<file path="src/rtl/rv_decode_stage.sv">
// rv_decode_stage: queued, back-pressured RV32I decode stage; define RV_M_EXT_EN to decode M-extension ops
package my_pkg;
  localparam int DATA_WIDTH = 32;
  localparam logic [3:0] ALU_ADD  = 4'd0;
  localparam logic [3:0] ALU_SUB  = 4'd1;
  localparam logic [3:0] ALU_SLL  = 4'd2;
  localparam logic [3:0] ALU_SLT  = 4'd3;
  localparam logic [3:0] ALU_SLTU = 4'd4;
  localparam logic [3:0] ALU_XOR  = 4'd5;
  localparam logic [3:0] ALU_SRL  = 4'd6;
  localparam logic [3:0] ALU_SRA  = 4'd7;
  localparam logic [3:0] ALU_OR   = 4'd8;
  localparam logic [3:0] ALU_AND  = 4'd9;
  localparam logic [3:0] ALU_LUI  = 4'd10;
  localparam logic [2:0] ALU_SRC_RS1_RS2 = 3'd0;
  localparam logic [2:0] ALU_SRC_RS1_IMM = 3'd1;
  localparam logic [2:0] ALU_SRC_PC_4    = 3'd2;
  localparam logic [2:0] ALU_SRC_PC_IMM  = 3'd3;
  localparam logic [2:0] BR_NONE = 3'd0;
  localparam logic [2:0] BR_BEQ  = 3'd1;
  localparam logic [2:0] BR_BNE  = 3'd2;
  localparam logic [2:0] BR_BLT  = 3'd3;
  localparam logic [2:0] BR_BGE  = 3'd4;
  localparam logic [2:0] BR_JAL  = 3'd5;
  localparam logic [2:0] BR_JALR = 3'd6;
  localparam logic [2:0] MEM_LB  = 3'd0;
  localparam logic [2:0] MEM_LH  = 3'd1;
  localparam logic [2:0] MEM_LW  = 3'd2;
  localparam logic [2:0] MEM_LBU = 3'd4;
  localparam logic [2:0] MEM_LHU = 3'd5;
  localparam logic [2:0] MEM_SB  = 3'd0;
  localparam logic [2:0] MEM_SH  = 3'd1;
  localparam logic [2:0] MEM_SW  = 3'd2;
endpackage

module rv_decode_stage #(
  parameter int DATA_WIDTH = my_pkg::DATA_WIDTH,
  parameter int IQ_DEPTH = 4,
  localparam int CNT_W = $clog2(IQ_DEPTH) + 1
) (
  input  logic                  clk,
  input  logic                  rst_n,
  input  logic                  flush,
  input  logic                  in_valid,
  output logic                  in_ready,
  input  logic [DATA_WIDTH-1:0] in_inst,
  input  logic [DATA_WIDTH-1:0] in_pc,
  output logic                  out_valid,
  input  logic                  out_ready,
  output logic [DATA_WIDTH-1:0] out_pc,
  output logic [DATA_WIDTH-1:0] out_imm,
  output logic [4:0]            out_rs1,
  output logic [4:0]            out_rs2,
  output logic [4:0]            out_rd,
  output logic                  mem_write,
  output logic                  mem_to_reg,
  output logic                  reg_write,
  output logic [2:0]            mem_op,
  output logic [3:0]            alu_op,
  output logic [2:0]            alu_src,
  output logic [2:0]            branch,
  output logic                  illegal,
  output logic                  md_valid,
  output logic [2:0]            md_op,
  output logic [CNT_W-1:0]      iq_count
);
  import my_pkg::*;
  localparam int PW = $clog2(IQ_DEPTH);
  typedef struct packed {
    logic [DATA_WIDTH-1:0] pc;
    logic [DATA_WIDTH-1:0] imm;
    logic [4:0] rs1, rs2, rd;
    logic mem_write, mem_to_reg, reg_write;
    logic [2:0] mem_op;
    logic [3:0] alu_op;
    logic [2:0] alu_src, branch;
    logic illegal, md_valid;
    logic [2:0] md_op;
  } bundle_t;
  logic [DATA_WIDTH-1:0] iq_inst [IQ_DEPTH];
  logic [DATA_WIDTH-1:0] iq_pc [IQ_DEPTH];
  logic [PW-1:0] wr_ptr, rd_ptr;
  logic [CNT_W-1:0] count;
  logic push, pop;
  logic [31:0] h, imm, imm_i, imm_s, imm_b, imm_u, imm_j;
  logic [2:0] f3;
  logic [6:0] f7;
  bundle_t d, q;
  function automatic logic [3:0] alu_of(input logic [2:0] fn, input logic alt);
    case (fn)
      3'b000: return alt ? ALU_SUB : ALU_ADD;
      3'b001: return ALU_SLL;
      3'b010: return ALU_SLT;
      3'b011: return ALU_SLTU;
      3'b100: return ALU_XOR;
      3'b101: return alt ? ALU_SRA : ALU_SRL;
      3'b110: return ALU_OR;
      default: return ALU_AND;
    endcase
  endfunction
  assign in_ready = (count != CNT_W'(IQ_DEPTH)) && !flush;
  assign push = in_valid && in_ready;
  assign pop = (!out_valid || out_ready) && (count != '0) && !flush;
  assign h = iq_inst[rd_ptr][31:0];
  assign f3 = h[14:12];
  assign f7 = h[31:25];
  assign imm_i = {{20{h[31]}}, h[31:20]};
  assign imm_s = {{20{h[31]}}, h[31:25], h[11:7]};
  assign imm_b = {{19{h[31]}}, h[31], h[7], h[30:25], h[11:8], 1'b0};
  assign imm_u = {h[31:12], 12'b0};
  assign imm_j = {{11{h[31]}}, h[31], h[19:12], h[20], h[30:21], 1'b0};
  always_comb begin
    d = '0;
    imm = '0;
    d.pc = iq_pc[rd_ptr];
    d.rs1 = h[19:15];
    d.rs2 = h[24:20];
    d.rd = h[11:7];
    d.alu_src = ALU_SRC_RS1_IMM;
    case (h[6:2])
      5'b01100: begin
        d.alu_src = ALU_SRC_RS1_RS2;
        d.reg_write = 1'b1;
        d.alu_op = alu_of(f3, f7[5]);
        d.illegal = !(f7 == 7'h00 || (f7 == 7'h20 && (f3 == 3'b000 || f3 == 3'b101)));
`ifdef RV_M_EXT_EN
        if (f7 == 7'h01) begin
          d.illegal = 1'b0;
          d.md_valid = 1'b1;
          d.md_op = f3;
          d.alu_op = ALU_ADD;
        end
`endif
      end
      5'b00000: begin
        d.mem_to_reg = 1'b1;
        d.reg_write = 1'b1;
        d.mem_op = f3;
        imm = imm_i;
        d.illegal = f3 == 3'b011 || f3[2:1] == 2'b11;
      end
      5'b00100: begin
        d.reg_write = 1'b1;
        d.alu_op = alu_of(f3, f3 == 3'b101 && f7[5]);
        imm = imm_i;
        d.illegal = (f3 == 3'b001 && f7 != 7'h00) || (f3 == 3'b101 && f7 != 7'h00 && f7 != 7'h20);
      end
      5'b11000: begin
        d.alu_src = ALU_SRC_RS1_RS2;
        d.branch = f3[2] ? (f3[0] ? BR_BGE : BR_BLT) : (f3[0] ? BR_BNE : BR_BEQ);
        d.alu_op = !f3[2] ? ALU_SUB : f3[1] ? ALU_SLTU : ALU_SLT;
        imm = imm_b;
        d.illegal = f3[2:1] == 2'b01;
      end
      5'b11011: begin
        d.alu_src = ALU_SRC_PC_4;
        d.branch = BR_JAL;
        d.reg_write = 1'b1;
        imm = imm_j;
      end
      5'b11001: begin
        d.alu_src = ALU_SRC_PC_4;
        d.branch = BR_JALR;
        d.reg_write = 1'b1;
        imm = imm_i;
        d.illegal = f3 != 3'b000;
      end
      5'b01000: begin
        d.mem_write = 1'b1;
        d.mem_op = f3;
        imm = imm_s;
        d.illegal = f3 > 3'b010;
      end
      5'b01101: begin
        d.alu_op = ALU_LUI;
        d.reg_write = 1'b1;
        imm = imm_u;
      end
      5'b00101: begin
        d.alu_src = ALU_SRC_PC_IMM;
        d.reg_write = 1'b1;
        imm = imm_u;
      end
      default: d.illegal = 1'b1;
    endcase
    if (h[1:0] != 2'b11) d.illegal = 1'b1;
    // an undecodable word must not touch architectural state
    if (d.illegal) begin
      d.reg_write = 1'b0;
      d.mem_write = 1'b0;
      d.mem_to_reg = 1'b0;
      d.branch = BR_NONE;
      d.alu_op = ALU_ADD;
      d.md_valid = 1'b0;
      d.md_op = '0;
    end
    if (d.rd == 5'd0) d.reg_write = 1'b0;
    d.imm = DATA_WIDTH'($signed(imm));
  end
  always_ff @(posedge clk) begin
    if (push) begin
      iq_inst[wr_ptr] <= in_inst;
      iq_pc[wr_ptr] <= in_pc;
    end
  end
  always_ff @(posedge clk or negedge rst_n) begin
    if (!rst_n) begin
      wr_ptr <= '0;
      rd_ptr <= '0;
      count <= '0;
      out_valid <= 1'b0;
      q <= '0;
    end else if (flush) begin
      wr_ptr <= '0;
      rd_ptr <= '0;
      count <= '0;
      out_valid <= 1'b0;
    end else begin
      wr_ptr <= wr_ptr + PW'(push);
      rd_ptr <= rd_ptr + PW'(pop);
      count <= count + CNT_W'(push) - CNT_W'(pop);
      if (pop) begin
        out_valid <= 1'b1;
        q <= d;
      end else if (out_ready) out_valid <= 1'b0;
    end
  end
  assign out_pc = q.pc;
  assign out_imm = q.imm;
  assign out_rs1 = q.rs1;
  assign out_rs2 = q.rs2;
  assign out_rd = q.rd;
  assign mem_write = q.mem_write;
  assign mem_to_reg = q.mem_to_reg;
  assign reg_write = q.reg_write;
  assign mem_op = q.mem_op;
  assign alu_op = q.alu_op;
  assign alu_src = q.alu_src;
  assign branch = q.branch;
  assign illegal = q.illegal;
  assign md_valid = q.md_valid;
  assign md_op = q.md_op;
  assign iq_count = count;
endmodule

</file>
<file path="config.mk">
export PLATFORM = sky130hd
export DESIGN_NAME = rv_decode_stage
export DESIGN_NICKNAME = d
export VERILOG_FILES = /design/src/rtl/rv_decode_stage.sv
export SDC_FILE = /design/constraint.sdc
export NUM_CORES = 1
export LEC_CHECK = 0
export CAP_MARGIN = 40
export CELL_PAD_IN_SITES_DETAIL_PLACEMENT = 0
export CELL_PAD_IN_SITES_GLOBAL_PLACEMENT = 2
export CORE_MARGIN = 10
export CORE_UTILIZATION = 40
export CTS_CLUSTER_DIAMETER = 40
export DETAILED_ROUTE_END_ITERATION = 8
export PLACE_DENSITY = 0.86
export SYNTH_ARGS = -nofsm -noshare
export SYNTH_HDL_FRONTEND = slang
export SYNTH_SLANG_ARGS = --single-unit
</file>
<file path="constraint.sdc">
create_clock -name clk -period 8.3 [get_ports clk]
set_clock_uncertainty 0.05 [all_clocks]
set_input_delay 1.66 -clock clk [delete_from_list [all_inputs] [get_ports clk]]
set_output_delay 1.66 -clock clk [all_outputs]
set_load 0.005 [all_outputs]
</file>
==> results of run 1 <==
==> worst paths after layout <==
kind / slack [ps] / end / cells after the start
max: 3580 / in_ready / 3
min: 420 / alu_src[1]$_DFFE_PN0P_ / 2
max reg2reg: 4610 / out_imm[20]$_DFFE_PN0P_ / 6
min reg2reg: 420 / alu_src[1]$_DFFE_PN0P_ / 2
max in group asynchronous: 6100 / rd_ptr[1]$_DFF_PN0_ / 3
min in group asynchronous: 1040 / wr_ptr[1]$_DFF_PN0_ / 1
==> routing by layer <==
layer	up-vias	part of all wire (%)	global-route usage [%]
met4	10	2.4	4.74
met1	4031	41	19.1
li1	3598	-	-
met5	-	0.17	0
met2	221	49	25.0
met3	60	7.4	4.28
==> logic make-up (layout without fill, tap and decap cells) <==
kind of cell,after synthesis,count (layout)
flip-flops,359,359
AO/OA/AOI/OAI,100,100
adder cells (fa/ha/maj),6,6
buffers and inverters,57,281
multiplexers,63,63
other,1,7
XOR/XNOR,4,4
AND/OR/NAND/NOR,259,259
==> cell usage in the layout (no fill, tap or decap), drive strengths merged, types with 3 or more instances in the layout <==
| master | count |
|---|---|
| a22o | 19 |
| nand2b | 5 |
| clkbuf | 60 |
| buf | 17 |
| nand3 | 12 |
| bufinv | 4 |
| o21ai | 21 |
| edfxtp | 256 |
| and3 | 4 |
| nor2 | 32 |
| ha | 5 |
| xnor2 | 4 |
| clkinvlp | 3 |
| nor3 | 8 |
| clkdlybuf4s50 | 167 |
| a21oi | 30 |
| o211ai | 3 |
| or2 | 3 |
| a32o | 3 |
| nor2b | 11 |
| a221oi | 5 |
| mux4 | 62 |
| o21a | 4 |
| clkinv | 12 |
| inv | 18 |
| conb | 5 |
| dfrtp | 103 |
| nand2 | 174 |
==> layout make-up <==
class | count | area share [%]
flip-flops and latches | 359 | 57.6
repair buffers | 184 | 10.9
clock inverters | 29 | 1.85
well taps | 455 | 3.19
clock buffers | 60 | 7.56
diodes | 2 | 0.0280
inverters | 8 | 0.168
multi-input cells | 437 | 18.8
==> worst min-delay path, cell delays in order, from the launching register on <==
cell and delay [ps]:
dfrtp_1 330, nand2_1 50, nand2_1 50
==> power by group <==
group          leakage (nW)  total [mW]  internal [mW]  switching, mW
Sequential             3.65        2.38           2.19          0.190
Clock                 0.822        2.10           1.30          0.795
Combinational          2.05        1.49          0.770          0.716
Total                  6.52        5.97           4.26           1.70
==> summary.txt, run 1 <==
Critical path
  – CP Capture Type: output pin
  – Series of cell instances along the critical path: clkdlybuf4s50_1 -> a21oi_1 -> clkdlybuf4s50_1
  – Cell with the biggest individual delay on the critical path: clkdlybuf4s50_1
  – Startpoint type of the worst setup path: primary input
  – Reg2reg start: rd_ptr[0]$_DFF_PN0_
  – Maximum single-stage delay on the critical path: 580 ps
  – Kind of cell with the highest combined delay on the critical path: buffers and inverters
  – Peak fanout along the critical path: 10
  – Critical path arrival: 3010 ps
  – Most frequent cell on the critical path: clkdlybuf4s50_1
  – Required @ worst endpoint: 6590 ps
  – Worst setup path start: flush
  – Buf/Inv on CP: 2
  – Worst Path Class, Setup: primary input to output pin

STA
  – Setup tns final: 0 ps
  – Slew @ Worst Pin: 795 ps
  – Worst slew margin: 47.0%
  – # setup viols final: 0
  – Worst setup slack after layout: 3580 ps
  – Worst hold slack across all endpoints: 421 ps
  – Final period demand of the worst path: 4720 ps
  – Final hold violation count: 0
  – Share of the clock period used by the worst path: 56.8%
  – Final slew viol count: 0
  – Fmax: 212 MHz
  – Setup repair after global routing missed its margin: false

Floorplanning
  – Starting density of the core: 40.2%
  – Boundary Pins: 174
  – Core Rows: 68
  – Core Area: 34400 µm²
  – Die width: 206 µm
  – Height of the die: 206 µm
  – Overall die area: 42400 µm²

Final layout
  – Layout Cell Area excl Fill: 17800 µm²
  – Filler cell count: 2846
  – Synth-to-layout area growth: 29.0%
  – Largest registers: iq_inst x128, iq_pc x128
  – Non-Filler Instances: 1534
  – Utilization after layout: 51.9%
  – Total number of nets in the final design: 1113
  – Multi-input combinational cell area: 3350 µm²
  – Fraction of layout cells with a size suffix above 1: 16.3%
  – Area occupied by registers: 10300 µm²

Yosys
  – Asr flop ratio synth: 28.7%
  – Library cell with the largest summed area after synthesis: edfxtp_1
  – Multiplexer area fraction after synthesis: 10.2%
  – Adder and majority cell fraction of the synthesized area: 0.597%
  – Gate count after technology mapping: 849
  – Xor/xnor share of the synthesized area: 0.253%
  – Post-synthesis share of cell area spent on and, or, nand and nor gates: 8.00%
  – Top FF cell, synth: edfxtp_1
  – Number of synthesized flops with an enable pin: 256
  – Cell area after technology mapping: 13800 µm²
  – Avg Synthesized Cell Area: 16.3 µm²
  – Most frequent cells after synthesis: 256 x edfxtp_1, 174 x nand2_1, 103 x dfrtp_1
  – Most repeated cell in the gate-level netlist after synthesis: edfxtp_1
  – Sequential area share after synthesis: 74.2%
  – Area share of the largest cell type after synthesis: 55.6%
  – Seq cells post-synth: 359
  – Synthesis Warnings: 0
  – Cell variety after synth: 56
  – Post-synthesis compound-gate area fraction: 4.84%
  – Main combinational cell family by area after synthesis: multiplexers
  – Top cells by area in the synthesized netlist: edfxtp_1 56%, dfrtp_1 19%, mux4_2 9.9%

Detailed routing
  – Overall routed net length: 32100 µm
  – Number of nets with antenna violations after detailed routing: 0
  – Via Count: 7920
  – Via-per-instance ratio: 5.16
  – First drt pass iteration count: 5
  – Starting DRT DRC Count: 373
  – Routed length per instance: 20.9 µm
  – DRC violation count after routing: 0

GRT
  – Global routing usage summed across all routing layers: 15.2%
  – Global-route wire length before repair: 49300 µm
  – Total global routing overflow: 0
  – Number of global-route vias before repair: 8334
  – Largest net degree at the start of global routing: 74
  – Number of antenna violations at the first check in global routing: 7

Status
  – Run status: finished clean

Clock tree
  – H-tree levels: 2
  – CTS max path bufs: 3
  – TritonCTS clock tree: done
  – Post-CTS Setup Repair Bufs: 0
  – Hold-fix buffer count after cts: 0
  – Num CTS Buffers: 48
  – CTS Sinks: 359
  – Clock latency reported for the late side of the worst-skew pair: 550 ps
  – CTS clock-pin slew for the worst setup and hold paths: 50 ps
  – Cell at the root of the clock tree: clkbuf_16
  – Number of gates resized after cts: 0

Power and ir drop
  – Pwr Density: 334 nW/µm²
  – Leakage: 6.52 nW
  – Pwr Total: 5.97 mW
  – Maximum vdd ir drop: 177 µV

Place
  – Input/output buffers: 168
  – Total half-perimeter wirelength after legalization and detailed placement: 20500 µm
  – Inst Count DP: 1443
  – Placed inst area: 16200 µm²
  – Final RePlAce weighted congestion: 0.790
  – Pre-CTS setup slack: 3460 ps

Hold path
  – Hold path start: alu_src[1]$_DFFE_PN0P_
  – Type of the tightest min-delay check: register to register

Flow run
  – Max-capacitance violation count: 0
Note: power is estimated with default switching activity, not from simulation.
==> run 2, diff against run 1 <==
- clock period: 8.3 -> 4.9 ns (I/O delays scaled with it)
==> summary.txt, run 2 (synthesis results as in run 1) <==
STA
  – Fmax: 292 MHz
  – Final hold violation count: 0 (unchanged)
  – Share of the clock period used by the worst path: 69.8%
  – Slew @ Worst Pin: 846 ps (was 795 ps)
  – Setup tns final: 0 ps (unchanged)
  – Worst slew margin: 43.6% (was 47.0%)
  – Worst setup slack after layout: 1480 ps (was 3580 ps)
  – # setup viols final: 0 (unchanged)
  – Setup repair after global routing missed its margin: false (unchanged)
  – Final slew viol count: 0 (unchanged)
  – Worst hold slack across all endpoints: 419 ps (was 421 ps)
  – Final period demand of the worst path: 3420 ps

Critical path
  – Required @ worst endpoint: 5280 ps (was 6590 ps)
  – Worst setup slack for register-to-register paths: 1480 ps (was 4610 ps)
  – Worst Path Class, Setup: register to register (was primary input to output pin)
  – CP Capture Type: register (was output pin)
  – Critical path arrival: 3810 ps (was 3010 ps)
  – Startpoint type of the worst setup path: register (was primary input)
  – Reg2reg start: rd_ptr[0]$_DFF_PN0_ (unchanged)
  – Endpoint of the most critical register-to-register path: branch[2]$_DFFE_PN0P_ (was out_imm[20]$_DFFE_PN0P_)
  – Peak fanout along the critical path: 38 (was 10)
  – Worst Reg-to-Reg Cells: 7 (was 6)

Final layout
  – Non-Filler Instances: 1525 (was 1534)
  – Total number of nets in the final design: 1109 (was 1113)
  – Most used cells in the layout excluding fill and tap cells: 256 x edfxtp_1, 174 x nand2_1, 167 x clkdlybuf4s50_1 (unchanged)
  – Fraction of layout cells with a size suffix above 1: 15.7% (was 16.3%)
  – Utilization after layout: 51.3% (was 51.9%)
  – Most frequent standard cell in the layout excluding fill and tap cells: edfxtp_1 (unchanged)
  – Antenna cell count: 0 (was 2)
  – Synth-to-layout area growth: 27.3% (was 29.0%)
  – Largest registers: iq_inst x128, iq_pc x128 (unchanged)
  – Layout Cell Area excl Fill: 17600 µm² (was 17800 µm²)

Power and ir drop
  – Relative contribution of the clock network to total power: 33.6% (was 35.1%)
  – Leakage: 6.40 nW (was 6.52 nW)
  – Power dissipated by switching net loads: 2.83 mW (was 1.70 mW)
  – Sequential Power Share: 40.6% (was 40.0%)
  – Portion of total power attributed to combinational logic: 25.8% (was 24.9%)
  – Maximum vdd ir drop: 273 µV (was 177 µV)
  – Switching portion of total power: 28.8% (was 28.5%)
  – Pwr Total: 9.85 mW (was 5.97 mW)
  – Internal power: 7.02 mW (was 4.26 mW)
  – Pwr Density: 559 nW/µm² (was 334 nW/µm²)

GRT
  – Number of antenna violations at the first check in global routing: 5 (was 7)
  – Global routing usage summed across all routing layers: 15.0% (was 15.2%)
  – Largest net degree at the start of global routing: 74 (unchanged)
  – Number of global-route vias before repair: 8187 (was 8334)
  – Global-route wire length before repair: 48600 µm (was 49300 µm)
  – Total global routing overflow: 0 (unchanged)

Clock tree
  – Num CTS Buffers: 45 (was 48)
  – Number of gates resized after cts: 0 (unchanged)
  – Clock latency reported for the late side of the worst-skew pair: 550 ps (about the same)
  – H-tree levels: 2 (unchanged)
  – CTS Sinks: 359 (unchanged)
  – CTS clock-pin slew for the worst setup and hold paths: 60 ps (was 50 ps)
  – CTS max path bufs: 3 (unchanged)
  – Hold-fix buffer count after cts: 0 (unchanged)
  – TritonCTS clock tree: done (unchanged)
  – Post-CTS Setup Repair Bufs: 0 (unchanged)
  – Cell at the root of the clock tree: clkbuf_16 (unchanged)

Detailed routing
  – Routed length per instance: 20.8 µm (was 20.9 µm)
  – Via Count: 7760 (was 7920)
  – Overall routed net length: 31700 µm (was 32100 µm)
  – Starting DRT DRC Count: 445 (was 373)
  – Via-per-instance ratio: 5.09 (was 5.16)
  – First drt pass iteration count: 4 (was 5)
  – Number of nets with antenna violations after detailed routing: 0 (unchanged)
  – DRC violation count after routing: 0 (unchanged)

Place
  – Input/output buffers: 168 (unchanged)
  – Total half-perimeter wirelength after legalization and detailed placement: 20300 µm (was 20500 µm)
  – Final RePlAce weighted congestion: 0.762 (was 0.790)
  – Placed inst area: 16100 µm² (was 16200 µm²)
  – Inst Count DP: 1442 (was 1443)
  – Pre-CTS setup slack: 1170 ps (was 3460 ps)

Floorplanning
  – Height of the die: 206 µm (unchanged)
  – Overall die area: 42400 µm² (unchanged)
  – Core Area: 34400 µm² (unchanged)
  – Core Rows: 68 (unchanged)
  – Starting density of the core: 40.2% (unchanged)
  – Die width: 206 µm (unchanged)
  – Boundary Pins: 174 (unchanged)

Hold path
  – Type of the tightest min-delay check: register to register (unchanged)
  – Hold path start: out_rd[0]$_DFFE_PN0P_ (was alu_src[1]$_DFFE_PN0P_)
  – Endpoint, Worst Hold: out_rd[0]$_DFFE_PN0P_ (was alu_src[1]$_DFFE_PN0P_)
  – Worst Hold Path Cells: 2 (unchanged)

Flow run
  – Max-capacitance violation count: 0 (unchanged)

Status
  – Run status: finished clean (unchanged)
[run 2: changes by cell type in the layout (fill, tap and decap cells not counted), sizes merged]
cell	delta
buf	-1
clkinv	+4
bufinv	-1
diode	-2
clkinvlp	+1
inv	-5
clkbuf	-5
[run 2: worst max-delay path by stage]
stage | endpoint | from | slack (ps)
2_1_floorplan | iq_inst[1][0]$_DFFE_PP_ | flush | 20
3_3_place_gp | mem_op[1]$_DFFE_PN0P_ | flush | 1260
3_5_place_dp | mem_op[2]$_DFFE_PN0P_ | flush | 1170
4_1_cts | out_imm[27]$_DFFE_PN0P_ | rd_ptr[0]$_DFF_PN0_ | 1410
5_1_grt | out_imm[27]$_DFFE_PN0P_ | rd_ptr[0]$_DFF_PN0_ | 1200
6_report | branch[2]$_DFFE_PN0P_ | rd_ptr[0]$_DFF_PN0_ | 1480
[run 2: final cells by class]
cell class              count  area [µm²]
fillers                  2868       16800
clock inverters            28         295
clock buffers              55        1260
multi-input cells         437        3360
inverters                   8        30.0
well taps                 455         569
repair buffers            183        1830
flip-flops and latches    359       10300
[run 2: metal layers]
metal | part of all wire, % | vias up | global-route usage (%)
met4 | 2.3 | 10 | 4.80
li1 | - | 3576 | -
met5 | 0.19 | - | 0
met2 | 49 | 179 | 24.9
met1 | 42 | 3937 | 18.8
met3 | 6.5 | 58 | 4.17
[run 2: power groups by stage]
stage                     Clock [mW]  Combinational, mW  Sequential [mW]
after CTS                       3.39               2.61             4.01
after global routing            3.52               2.82             4.05
after global placement             0               2.57             4.05
after detailed placement           0               2.59             4.06
final                           3.31               2.54             4.00
after floorplan                    0               1.37             4.00
[run 2: critical path, cell delays in order, from the launching register on]
cell and delay [ps]:
dfrtp_4 470, buf_4 630, mux4_2 750, or4_4 540, nor2_2 150, a32oi_1 130
and3_1 310, a32o_1 260
